File: src/rtl/jt9346_pkg.sv
// Shared op codes, frame constants and state encoding for the 93C46 host master.
package jt9346_pkg;

   localparam logic [2:0] OP_READ  = 3'd0;
   localparam logic [2:0] OP_WRITE = 3'd1;
   localparam logic [2:0] OP_ERASE = 3'd2;
   localparam logic [2:0] OP_EWEN  = 3'd3;
   localparam logic [2:0] OP_EWDS  = 3'd4;
   localparam logic [2:0] OP_ERAL  = 3'd5;
   localparam logic [2:0] OP_WRAL  = 3'd6;
   localparam logic [2:0] OP_RSVD  = 3'd7;

   localparam logic [1:0] EE_READ  = 2'b10;
   localparam logic [1:0] EE_WRITE = 2'b01;
   localparam logic [1:0] EE_ERASE = 2'b11;
   localparam logic [1:0] EE_EXT   = 2'b00;

   localparam logic [5:0] F_EWEN = 6'b110000;
   localparam logic [5:0] F_EWDS = 6'b000000;
   localparam logic [5:0] F_ERAL = 6'b100000;
   localparam logic [5:0] F_WRAL = 6'b010000;

   localparam logic [4:0] LEN_SHORT = 5'd9;
   localparam logic [4:0] LEN_LONG  = 5'd25;
   localparam logic [4:0] LEN_DATA  = 5'd16;

   typedef enum logic [2:0] {
      S_IDLE, S_SEL, S_SHIFT, S_RDATA, S_DESEL, S_POLL, S_DESEL2, S_DONE
   } state_e;

   // Frame is MSB-aligned; short frames leave the data field zero so the
   // line idles low once all meaningful bits have been shifted out.
   function automatic logic [24:0] build_frame(logic [2:0] op, logic [5:0] addr,
                                               logic [15:0] din);
      logic [1:0]  opc;
      logic [5:0]  fld;
      logic [15:0] dat;
      opc = EE_EXT;
      fld = addr;
      dat = '0;
      case (op)
         OP_READ:  opc = EE_READ;
         OP_WRITE: begin opc = EE_WRITE; dat = din; end
         OP_ERASE: opc = EE_ERASE;
         OP_EWEN:  fld = F_EWEN;
         OP_EWDS:  fld = F_EWDS;
         OP_ERAL:  fld = F_ERAL;
         OP_WRAL:  begin fld = F_WRAL; dat = din; end
         default:  fld = '0;
      endcase
      return {1'b1, opc, fld, dat};
   endfunction

   function automatic logic [4:0] frame_len(logic [2:0] op);
      return (op == OP_WRITE || op == OP_WRAL) ? LEN_LONG : LEN_SHORT;
   endfunction

   function automatic logic needs_poll(logic [2:0] op);
      return (op == OP_WRITE || op == OP_ERASE || op == OP_ERAL || op == OP_WRAL);
   endfunction

endpackage

File: src/rtl/jt9346_ctrl_tick.sv
// Half-period divider for ee_sclk: strobes mark the end of each half period.
module jt9346_ctrl_tick
   import jt9346_pkg::*;
#(
   parameter int CLKDIV = 4
) (
   input  logic clk,
   input  logic rst,
   input  logic en,
   input  logic clr,
   input  logic tog,
   output logic rise,
   output logic fall,
   output logic sclk
);

   localparam logic [7:0] RELOAD = 8'(CLKDIV - 1);

   logic [7:0] cnt_q, cnt_d;
   logic       lvl_q, lvl_d;
   logic       tc;

   assign tc   = (cnt_q == 8'd0);
   assign rise = en && tc && !lvl_q;
   assign fall = en && tc && lvl_q;
   assign sclk = lvl_q;

   // Down-count each half period; toggle the level only when the FSM allows it.
   always_comb begin
      cnt_d = cnt_q;
      lvl_d = lvl_q;
      if (clr) begin
         cnt_d = RELOAD;
         lvl_d = 1'b0;
      end else if (en) begin
         if (tc) begin
            cnt_d = RELOAD;
            if (tog) lvl_d = !lvl_q;
         end else begin
            cnt_d = cnt_q - 8'd1;
         end
      end
   end

   // Divider registers.
   always_ff @(posedge clk) begin
      if (rst) begin
         cnt_q <= RELOAD;
         lvl_q <= 1'b0;
      end else begin
         cnt_q <= cnt_d;
         lvl_q <= lvl_d;
      end
   end

endmodule

File: src/rtl/jt9346_ctrl.sv
// Host-side command master for a 93C46-style serial EEPROM.
//   state  | meaning
//   IDLE   | waiting for a command, cmd_ready high
//   SEL    | chip select up, first bit on sdi, one low half period
//   SHIFT  | clock out start bit, opcode, field and optional data
//   RDATA  | READ only: clock in 16 data bits
//   DESEL  | chip select low for one half period
//   POLL   | programming ops: select and sample ready/busy
//   DESEL2 | chip select low after polling
//   DONE   | one-cycle response
module jt9346_ctrl
   import jt9346_pkg::*;
#(
   parameter int          CLKDIV  = 4,
   parameter logic [15:0] BUSY_TO = 16'd4095
) (
   input  logic        clk,
   input  logic        rst,
   input  logic        cmd_valid,
   output logic        cmd_ready,
   input  logic [2:0]  cmd_op,
   input  logic [5:0]  cmd_addr,
   input  logic [15:0] cmd_din,
   output logic        rsp_valid,
   output logic [15:0] rsp_dout,
   output logic        rsp_err,
   output logic        ee_sclk,
   output logic        ee_sdi,
   input  logic        ee_sdo,
   output logic        ee_scs
);

   state_e      state_q, state_d;
   logic [2:0]  op_q, op_d;
   logic [24:0] frame_q, frame_d;
   logic [4:0]  bits_q, bits_d;
   logic [15:0] rd_q, rd_d;
   logic [15:0] poll_q, poll_d;
   logic        err_q, err_d;
   logic [15:0] dout_q, dout_d;
   logic        ready_q, ready_d;
   logic        valid_q, valid_d;
   logic        scs_q, scs_d;
   logic        tick_en, tick_clr, tick_tog, tick_rise, tick_fall;

   assign tick_en  = (state_q != S_IDLE) && (state_q != S_DONE);
   assign tick_tog = (state_q == S_SEL) || (state_q == S_SHIFT) || (state_q == S_RDATA);

   jt9346_ctrl_tick #(.CLKDIV(CLKDIV)) u_tick (
      .clk  (clk),
      .rst  (rst),
      .en   (tick_en),
      .clr  (tick_clr),
      .tog  (tick_tog),
      .rise (tick_rise),
      .fall (tick_fall),
      .sclk (ee_sclk)
   );

   assign cmd_ready = ready_q;
   assign rsp_valid = valid_q;
   assign rsp_dout  = dout_q;
   assign rsp_err   = err_q;
   assign ee_sdi    = frame_q[24];
   assign ee_scs    = scs_q;

   // Next-state logic; the divider is cleared whenever a phase must end with sclk low.
   always_comb begin
      state_d  = state_q;
      op_d     = op_q;
      frame_d  = frame_q;
      bits_d   = bits_q;
      rd_d     = rd_q;
      poll_d   = poll_q;
      err_d    = err_q;
      dout_d   = dout_q;
      tick_clr = (state_q == S_IDLE);
      case (state_q)
         S_IDLE: begin
            if (cmd_valid && ready_q) begin
               op_d  = cmd_op;
               err_d = 1'b0;
               if (cmd_op == OP_RSVD) begin
                  err_d   = 1'b1;
                  state_d = S_DONE;
               end else begin
                  frame_d = build_frame(cmd_op, cmd_addr, cmd_din);
                  bits_d  = frame_len(cmd_op);
                  state_d = S_SEL;
               end
            end
         end
         S_SEL: begin
            if (tick_rise) state_d = S_SHIFT;
         end
         S_SHIFT: begin
            if (tick_fall) begin
               frame_d = {frame_q[23:0], 1'b0};
               bits_d  = bits_q - 5'd1;
            end
            if (tick_rise && bits_q == 5'd0) begin
               if (op_q == OP_READ) begin
                  bits_d  = LEN_DATA;
                  state_d = S_RDATA;
               end else begin
                  tick_clr = 1'b1;
                  state_d  = S_DESEL;
               end
            end
         end
         S_RDATA: begin
            if (tick_fall) begin
               rd_d   = {rd_q[14:0], ee_sdo};
               bits_d = bits_q - 5'd1;
            end
            if (tick_rise && bits_q == 5'd0) begin
               tick_clr = 1'b1;
               state_d  = S_DESEL;
            end
         end
         S_DESEL: begin
            if (tick_rise) begin
               if (needs_poll(op_q)) begin
                  poll_d  = BUSY_TO;
                  state_d = S_POLL;
               end else begin
                  if (op_q == OP_READ) dout_d = rd_q;
                  state_d = S_DONE;
               end
            end
         end
         S_POLL: begin
            if (tick_rise) begin
               if (ee_sdo) begin
                  state_d = S_DESEL2;
               end else if (poll_q <= 16'd1) begin
                  err_d   = 1'b1;
                  state_d = S_DESEL2;
               end else begin
                  poll_d = poll_q - 16'd1;
               end
            end
         end
         S_DESEL2: begin
            if (tick_rise) state_d = S_DONE;
         end
         S_DONE: state_d = S_IDLE;
         default: state_d = S_IDLE;
      endcase
      ready_d = (state_d == S_IDLE);
      valid_d = (state_d == S_DONE);
      scs_d   = (state_d == S_SEL) || (state_d == S_SHIFT) ||
                (state_d == S_RDATA) || (state_d == S_POLL);
   end

   // State and datapath registers; outputs are registered so the pins never glitch.
   always_ff @(posedge clk) begin
      if (rst) begin
         state_q <= S_IDLE;
         op_q    <= OP_READ;
         frame_q <= '0;
         bits_q  <= '0;
         rd_q    <= '0;
         poll_q  <= '0;
         err_q   <= 1'b0;
         dout_q  <= '0;
         ready_q <= 1'b0;
         valid_q <= 1'b0;
         scs_q   <= 1'b0;
      end else begin
         state_q <= state_d;
         op_q    <= op_d;
         frame_q <= frame_d;
         bits_q  <= bits_d;
         rd_q    <= rd_d;
         poll_q  <= poll_d;
         err_q   <= err_d;
         dout_q  <= dout_d;
         ready_q <= ready_d;
         valid_q <= valid_d;
         scs_q   <= scs_d;
      end
   end

endmodule
File: config.mk
export PLATFORM = sky130hd
export DESIGN_NAME = jt9346_ctrl
export DESIGN_NICKNAME = d
export VERILOG_FILES = /design/src/rtl/jt9346_pkg.sv /design/src/rtl/jt9346_ctrl_tick.sv /design/src/rtl/jt9346_ctrl.sv
export SDC_FILE = /design/constraint.sdc
export NUM_CORES = 1
export LEC_CHECK = 0
export BUFFER_PORTS_ARGS = -buffer_cell sky130_fd_sc_hd__buf_2
export CAP_MARGIN = 20
export CORE_MARGIN = 2
export CORE_UTILIZATION = 45
export DETAILED_ROUTE_END_ITERATION = 16
export PLACE_DENSITY = 0.68
export SLEW_MARGIN = 30
export SYNTH_ARGS = -nofsm -noshare
export SYNTH_HDL_FRONTEND = slang
export SYNTH_SLANG_ARGS = --single-unit
File: constraint.sdc
create_clock -name clk -period 3 [get_ports clk]
set_input_delay 0.6 -clock clk [delete_from_list [all_inputs] [get_ports clk]]
set_output_delay 0.6 -clock clk [all_outputs]
set_load 0.01 [all_outputs]
==> impl_metrics.yaml, run 1 <==
setup_path:
  reg2reg_depth: 8
  end_kind: "flip-flop"
  worst_setup_path_start_kind: "flip-flop"
  path_class: "reg -> reg"
  path_max_fanout: 9
  required_ns: 3.23
  arrival_ns: 3.02
floorplanning:
  io-pin-count: 51
  fp-row-count: 36
  die_height_um: 103
  coreArea_um2: 9640
  die_area_um2: 10600
  initial_utilization: 0.457
  die_w_um: 103
finish:
  stdcell_count: 713
  design_area_um2: 4980
  final_util: 0.516
  fin_nets: 609
  area_delta_synth_final_pct: 13.0
  drive_above_1_share: 0.153
  diodes: 0
global_route:
  grt_pass1_vias: 3523
  grt_pass1_wl_um: 15800
  grt-ovfl-total: 0
  antenna_found_initial: 0
  grt_usage: 0.187
  grt_max_degree: 52
clocking:
  cts_tree: "done"
  cts_setup_buffers: 0
  root_buffer: "clkbuf_8"
  cts_buffer_depth: 2
  htree_levels: 3
  clkTransAtPathRegs_ns: 0.10
  numCtsBuffers: 9
  cts_resized: 0
  postCtsHoldBufs: 0
  clock-sinks: 97
  clk_latency_ns: 0.37
logic_synthesis:
  ys_types: 54
  synth_seq_cells: 97
  ys_warn_count: 0
  syn_area_um2: 4400
  avgSynthCellArea_um2: 8.21
  syn_inst: 536
  ys_seq_area_frac: 0.441
  synth_flop_cell: "dfxtp_1"
  synthArstFlopShare: 0
  syn_nets: 570
  synth_edf_count: 0
drt:
  via_count: 3860
  final_antenna_net_count: 0
  drt_iter0_drc: 140
  wirelength_um: 9400
  wire_per_inst_um: 13.2
  firstDrtPassIters: 4
  drc: 0
  viasPerCell: 5.41
placement:
  dp_slack_ns: 0.233
  port_buffers: 50
  place_area_um2: 4800
  dp.final_hpwl_um: 6450
  dp.cells: 697
  routabilityCongestion: 0.947
hold_path:
  hold_depth: 2
  hp-class: "reg -> reg"
pwr:
  power_density_nw_per_um2: 526
  totalPowerFinal_mw: 2.62
  peakVddDrop_v: 0.000233
  p_leak_nw: 1.85
sta:
  fin_tns_setup_ns: 0
  worst_slack_ns: 0.213
  rsz0062_at_grt: "false"
  period_share: 0.929
  fin_crit_ns: 2.79
  maxSlewHeadroom: 0.576
  tightest_slew_ns: 0.629
  fin_skew_ns: 0.00711
  finalMaxSlewViolations: 0
  hold_slack_ns: 0.452
  timing_hold_violations_final: 0
  setup_viol: 0
  fmax_ghz: 0.359
run_status:
  status: "complete, no violations"
job:
  maxCapViolations: 0
[cell usage after synthesis (6+ instances only)]
cell type  number  area (um^2)
xnor2_1        15          131
clkbuf_1       32          120
inv_1           9         33.8
nand2_1        76          285
nand3_1         8         40.0
nor2b_1         6         37.5
nor3_1         19         95.1
a22oi_1        19          143
nor4_1          6         37.5
o21ai_0        11         55.1
a21oi_1        60          300
nand2b_1       11         68.8
a211oi_1       32          240
dfxtp_1        97         1940
nor2_1         56          210
[report_power, final]
group          internal [mW]  switching, mW
combinational          0.170          0.237
sequential              1.36         0.0543
clock                  0.315          0.480
total                   1.85          0.771
[flip-flops by register name (all words and copies together) (netlist names)]
| name | flops |
|---|---|
| u_tick.cnt_q | 8 |
| state_q | 3 |
| ee_scs | 1 |
| u_tick.sclk | 1 |
| frame_q | 25 |
| poll_q | 16 |
| op_q | 3 |
| rsp_err | 1 |
| cmd_ready | 1 |
| bits_q | 5 |
| rsp_valid | 1 |
| rd_q | 16 |
| rsp_dout | 16 |
[routing by layer]
metal  up-vias  global-route usage  wire length, um
li1       1995                   -                -
met5         -                   0                0
met4         0              0.0941              218
met1      1784               0.241             4420
met2        60               0.303             4500
met3        21              0.0305              263
[final timing paths]
kind / from / to / slack, ns
hold / removal: rsp_dout[12] / rsp_dout[12] / 0.45
hold reg to reg: rsp_dout[12] / rsp_dout[12] / 0.45
setup / recovery: u_tick.cnt_q[0] / poll_q[10] / 0.21
setup reg to reg: u_tick.cnt_q[0] / poll_q[10] / 0.21
[kinds of logic (layout without fill, tap and decap cells)]
| group | count (synthesis) | after routing | synth area share |
|---|---|---|---|
| mux | 5 | 5 | 0.0117 |
| buf+inv | 44 | 88 | 0.0398 |
| compound gates | 150 | 150 | 0.223 |
| flops | 97 | 97 | 0.441 |
| simple gates | 215 | 215 | 0.231 |
| xor+xnor | 20 | 20 | 0.0398 |
| fa+ha+maj | 5 | 5 | 0.0142 |
[final cells by class]
cell class / count / area, um^2
flip-flops and latches: 97 / 1940
fillers: 937 / 4660
repair buffers: 63 / 360
clock inverters: 6 / 51.3
clock buffers: 10 / 128
multi-input cells: 395 / 2290
inverters: 9 / 33.8
well taps: 133 / 166
[critical path, cell delays in order, from the launching register on]
cell       delay, ns
dfxtp_1         0.34
inv_1           0.10
ha_1            0.14
or4b_1          0.58
or2_4           0.32
or4_4           0.59
a2111oi_4       0.32
xnor2_1         0.16
a21oi_1         0.09
[placed cells by master (no fill, tap or decap), types with 2 or more instances in the layout]
master,synthesis,final
dfxtp_1,97,97
nand2_1,76,76
a21oi_1,60,60
nor2_1,56,56
buf_2,2,50
a211oi_1,32,32
a22oi_1,19,19
nor3_1,19,18
xnor2_1,15,15
buf_4,0,12
nand2b_1,11,11
o21ai_0,11,11
inv_1,9,9
clkbuf_8,0,9
nand3_1,8,8
nor2b_1,6,6
nor4_1,6,6
and3_1,5,5
or3_1,5,5
or4_1,5,5
xor2_1,5,5
ha_1,5,5
a31oi_1,4,4
a311oi_1,4,4
mux2i_1,4,4
a21o_1,3,3
nand4_1,3,3
o211ai_1,3,3
or2_2,2,2
o31ai_1,2,2
and2_1,2,2
and4_1,2,2
inv_6,0,2
clkinv_4,0,2
No activity file was read; power rests on OpenSTA's default activity.
==> inputs of run 2 (changes only) <==
PLACE_DENSITY = 0.74   (was 0.68)
SLEW_MARGIN = 20   (was 30)
clock period = 3.55 ns   (was 3 ns; I/O delays follow)
==> run 2 against run 1 <==
Net effect:
- worst hold slack hardly changed
- critical path depth stayed put
- critical endpoint is now rd_q[15]
- clock skew is 0.0049 ns higher
- first-iteration DRC count is 66% higher
- maximum frequency is 5.1% lower
- clock power is 13% lower
- power is 15% lower
==> impl_metrics.yaml, run 2 (synthesis results as in run 1) <==
run_status:
  status: "complete, no violations"
global_route:
  grt-ovfl-total: 0
  grt_max_degree: 50
  grt_usage: 0.191
  grt_pass1_wl_um: 16200
  grt_pass1_vias: 3602
  antenna_found_initial: 0
finish:
  stdcell_count: 705
  fillers: 966
  final_cell_mix: "dfxtp_1 (97), nand2_1 (76), a21oi_1 (60)"
  drive_above_1_share: 0.143
  regArea_um2: 1940
  fin_nets: 601
  multi_input_area_um2: 2290
  final_common_cell: "dfxtp_1"
  area_delta_synth_final_pct: 11.6
  largest_register: "frame_q"
  largest_reg_flops: 25
  diodes: 0
setup_path:
  required_ns: 3.79
  rr_startpoint: "u_tick.cnt_q[0]"
  path_class: "reg -> reg"
  arrival_ns: 3.18
  worst_setup_path_start_kind: "flip-flop"
  path_max_fanout: 16
  reg2reg_depth: 8
  end_kind: "flip-flop"
  timing.rr.end: "rd_q[15]"
  rrSetupSlack_ns: 0.61
sta:
  fin_crit_ns: 2.94
  fin_tns_setup_ns: 0
  rsz0062_at_grt: "false"
  finalMaxSlewViolations: 0
  fmax_ghz: 0.340
  timing_hold_violations_final: 0
  tightest_slew_ns: 0.784
  setup_viol: 0
  fin_skew_ns: 0.0120
  maxSlewHeadroom: 0.470
  period_share: 0.828
floorplanning:
  die_height_um: 103
  initial_utilization: 0.457
  fp-row-count: 36
  die_area_um2: 10600
  io-pin-count: 51
  coreArea_um2: 9640
  die_w_um: 103
drt:
  wl_met1_um: 4340
  highest_layer: "met4"
  drc: 0
  wl_met3_um: 434
  wire_per_inst_um: 13.6
  wirelength_um: 9620
  via_count: 3907
  drt_iter0_drc: 233
  final_antenna_net_count: 0
  firstDrtPassIters: 4
  viasPerCell: 5.54
  dr_wl_met2_um: 4680
hold_path:
  hold_depth: 2
  holdPathEnd: "rsp_dout[6]"
  min_from: "rsp_dout[6]"
  hp-class: "reg -> reg"
clocking:
  numCtsBuffers: 9
  postCtsHoldBufs: 0
  cts_tree: "done"
  clk_latency_ns: 0.37
  cts_resized: 0
  clock-sinks: 97
  htree_levels: 3
  cts_buffer_depth: 2
  clkTransAtPathRegs_ns: 0.11
  cts_setup_buffers: 0
  root_buffer: "clkbuf_8"
placement:
  routabilityCongestion: 0.895
  port_buffers: 50
  dp.final_hpwl_um: 6600
  dp.cells: 689
pwr:
  seq_power_share: 0.543
  peakVddDrop_v: 0.000218
  netSwitchingPower_mw: 0.669
  totalPowerFinal_mw: 2.22
  power_density_nw_per_um2: 451
  pwr-share-clk: 0.311
  swShare: 0.302
  p_comb_frac: 0.146
  p_leak_nw: 1.81
  p_int_mw: 1.55
job:
  maxCapViolations: 0
## run 2: final cells by class
class / instances / share of cell area
multi-input combinational: 395 / 0.467
sequential: 97 / 0.395
timing repair buffer: 55 / 0.0586
tap: 133 / 0.0339
clock buffer: 9 / 0.0252
clock inverter: 7 / 0.0130
inverter: 9 / 0.00688
## run 2: layer usage
metal,up-vias,track usage
li1,1976,-
met2,95,0.323
met3,15,0.0475
met4,0,0.0628
met1,1821,0.239
met5,-,0
## run 2: power by group through the flow
| stage | clock [mW] | sequential [mW] | combinational, mW |
|---|---|---|---|
| 6_report | 0.689 | 1.20 | 0.324 |
| 2_1_floorplan | 0 | 1.21 | 0.244 |
| 3_5_place_dp | 0 | 1.23 | 0.322 |
| 5_1_grt | 0.749 | 1.21 | 0.364 |
| 3_3_place_gp | 0 | 1.23 | 0.311 |
| 4_1_cts | 0.704 | 1.20 | 0.322 |
## run 2: worst max-delay path by stage
stage / start / endpoint / slack [ns]
global route: u_tick.cnt_q[0] / rd_q[15] / 0.35
floorplan: u_tick.cnt_q[0] / poll_q[10] / 0.92
global placement: u_tick.cnt_q[0] / rd_q[15] / 0.74
CTS: u_tick.cnt_q[0] / rd_q[15] / 0.65
finish: u_tick.cnt_q[0] / rd_q[15] / 0.61
detailed placement: u_tick.cnt_q[0] / rd_q[15] / 0.65
## run 2: stage by stage
stage	utilization	setup WS (ns)	instance area, um^2	hold WS [ns]
after floorplan	-	0.923	4400	0.437
after global placement	0.490	0.737	4720	0.439
after detailed placement	0.490	0.651	4720	0.443
after CTS	0.510	0.646	4910	0.458
after global routing	0.510	0.350	4910	0.480
final	0.510	0.612	4910	0.452
## run 2: critical path: stages (launching register included)
cell,delay (ns)
dfxtp_1,0.35
inv_1,0.11
ha_1,0.14
or4b_1,0.54
or2_2,0.36
nor3_1,0.44
nand3_1,0.55
nand2_1,0.23
a21oi_1,0.09
==> inputs of run 3 (changes only) <==
ABC_AREA = 1   (was default)
PLACE_DENSITY = 0.76   (was 0.74)
clock period = 2.6 ns   (was 3.55 ns; I/O delays follow)
==> run 3 against run 2 <==
Net effect:
- core utilization up 0.38 points
- power rose by 140%
- via count up 6.7%
- critical path depth is the same
- maximum frequency rose by 32%
- clock skew fell by 0.0046 ns
- design area rose by 2.2%
==> impl_metrics.yaml, run 3 <==
run_status:
  status: "complete, no violations"
placement:
  place_area_um2: 4840
  dp_slack_ns: 0.426
  dp.cells: 784
  port_buffers: 50
  dp.final_hpwl_um: 6730
  routabilityCongestion: 0.907
clocking:
  root_buffer: "clkbuf_8"
  cts_buffer_depth: 2
  cts_tree: "done"
  clkTransAtPathRegs_ns: 0.10
  clk_latency_ns: 0.38
  htree_levels: 3
  cts_setup_buffers: 0
  clock-sinks: 97
  cts_resized: 0
  postCtsHoldBufs: 0
  numCtsBuffers: 9
sta:
  fin_skew_ns: 0.00740
  timing_hold_violations_final: 0
  setup_viol: 0
  fin_crit_ns: 2.22
  rsz0062_at_grt: "false"
  maxSlewHeadroom: 0.534
  worst_slack_ns: 0.382
  fin_tns_setup_ns: 0
  hold_slack_ns: 0.411
  tightest_slew_ns: 0.697
  fmax_ghz: 0.451
  finalMaxSlewViolations: 0
  period_share: 0.853
setup_path:
  end_kind: "flip-flop"
  arrival_ns: 2.52
  rrSetupSlack_ns: 0.38
  path_class: "reg -> reg"
  worst_setup_path_start_kind: "flip-flop"
  path_max_fanout: 16
  required_ns: 2.91
logic_synthesis:
  syn_nets: 658
  synth_flop_cell: "dfxtp_1"
  ys_types: 35
  synth_top_area_frac: 0.430
  ys_seq_area_frac: 0.430
  ys_warn_count: 0
  syn_area_um2: 4520
  synth_edf_count: 0
  synth_common_cells: "nand2_1 (101), dfxtp_1 (97), nor2_1 (74)"
  syn_inst: 624
  synth_area_leaders: "dfxtp_1 (43%), nand2_1 (8.4%), a21oi_1 (6.5%)"
  yosysTopAreaCell: "dfxtp_1"
  synth_most_common_cell: "nand2_1"
  synth_seq_cells: 97
  synthArstFlopShare: 0
  avgSynthCellArea_um2: 7.24
finish:
  final_common_cell: "nand2_1"
  fin_nets: 696
  final_cell_mix: "nand2_1 (101), dfxtp_1 (97), nor2_1 (74)"
  area_delta_synth_final_pct: 11.1
  stdcell_count: 800
  final_util: 0.513
  largest_register: "frame_q"
  diodes: 0
  drive_above_1_share: 0.141
  largest_reg_flops: 25
  design_area_um2: 5020
pwr:
  p_leak_nw: 2.12
  peakVddDrop_v: 0.000549
  totalPowerFinal_mw: 5.34
  power_density_nw_per_um2: 1060
global_route:
  antenna_found_initial: 0
  grt-ovfl-total: 0
  grt_max_degree: 49
  grt_pass1_vias: 3737
  grt_usage: 0.182
  grt_pass1_wl_um: 16500
floorplanning:
  die_height_um: 104
  initial_utilization: 0.462
  coreArea_um2: 9770
  die_w_um: 104
  die_area_um2: 10900
  fp-row-count: 36
  io-pin-count: 51
drt:
  viasPerCell: 5.21
  final_antenna_net_count: 0
  wirelength_um: 9610
  drc: 0
  via_count: 4169
  firstDrtPassIters: 5
  wire_per_inst_um: 12.0
  drt_iter0_drc: 188
hold_path:
  hp-class: "in -> reg"
job:
  maxCapViolations: 0
==> run 3: changes by cell type after synthesis, sizes merged, moves of 10 or more <==
cell	before	now
a22oi	19	0
nand3	8	35
nand2	76	102
a211oi	32	1
nor3	19	9
nor2	56	78
nand2b	11	0
o21ai	12	94
buf	3	13
clkbuf	32	18
a31oi	4	22
inv	9	56
==> run 3: kinds of logic after synthesis <==
group	share of synthesized area
xor gates and xnor gates	0.0388
adders and majority gates	0.0139
and+or+nand+nor	0.220
AOI/OAI and AO/OA	0.217
DFF	0.430
buffers and inverters	0.0809
==> run 3: path summary, 6_finish.rpt <==
| kind | startpoint | endpoint | cells after the start |
|---|---|---|---|
| setup / recovery | state_q[0] | poll_q[5] | 8 |
| hold / removal | cmd_din[11] | frame_q[11] | 3 |
| setup reg to reg | state_q[0] | poll_q[5] | 8 |
| hold reg to reg | rd_q[12] | rsp_dout[12] | 2 |
==> run 3: layout make-up <==
cell class | count | area (um^2)
Inverter | 56 | 210
Sequential cell | 97 | 1940
Timing Repair Buffer | 58 | 310
Tap cell | 133 | 166
Fill cell | 954 | 4760
Multi-Input combinational cell | 440 | 2210
Clock buffer | 10 | 128
Clock inverter | 6 | 52.6
==> run 3: critical path: stages (launching register included) <==
cell and delay, ns:
dfxtp_1 0.59, o21ai_2 0.11, nand2_2 0.20, nand3_4 0.16, o21ai_2 0.18, nand3_2 0.31
inv_2 0.31, o21ai_0 0.13, a21oi_1 0.15
==> run 3: where the power goes <==
part / total [mW] / switching (mW) / internal, mW
combinational: 2.43 / 1.59 / 0.843
clock: 0.918 / 0.557 / 0.361
sequential: 1.99 / 0.226 / 1.76
total: 5.34 / 2.37 / 2.97
==> run 3: layer usage <==
metal,share of wire,up-vias,track usage
met5,0,-,0
met4,0.020,0,0.0985
met3,0.049,16,0.0294
met2,0.45,106,0.283
met1,0.49,1886,0.243
li1,-,2161,-
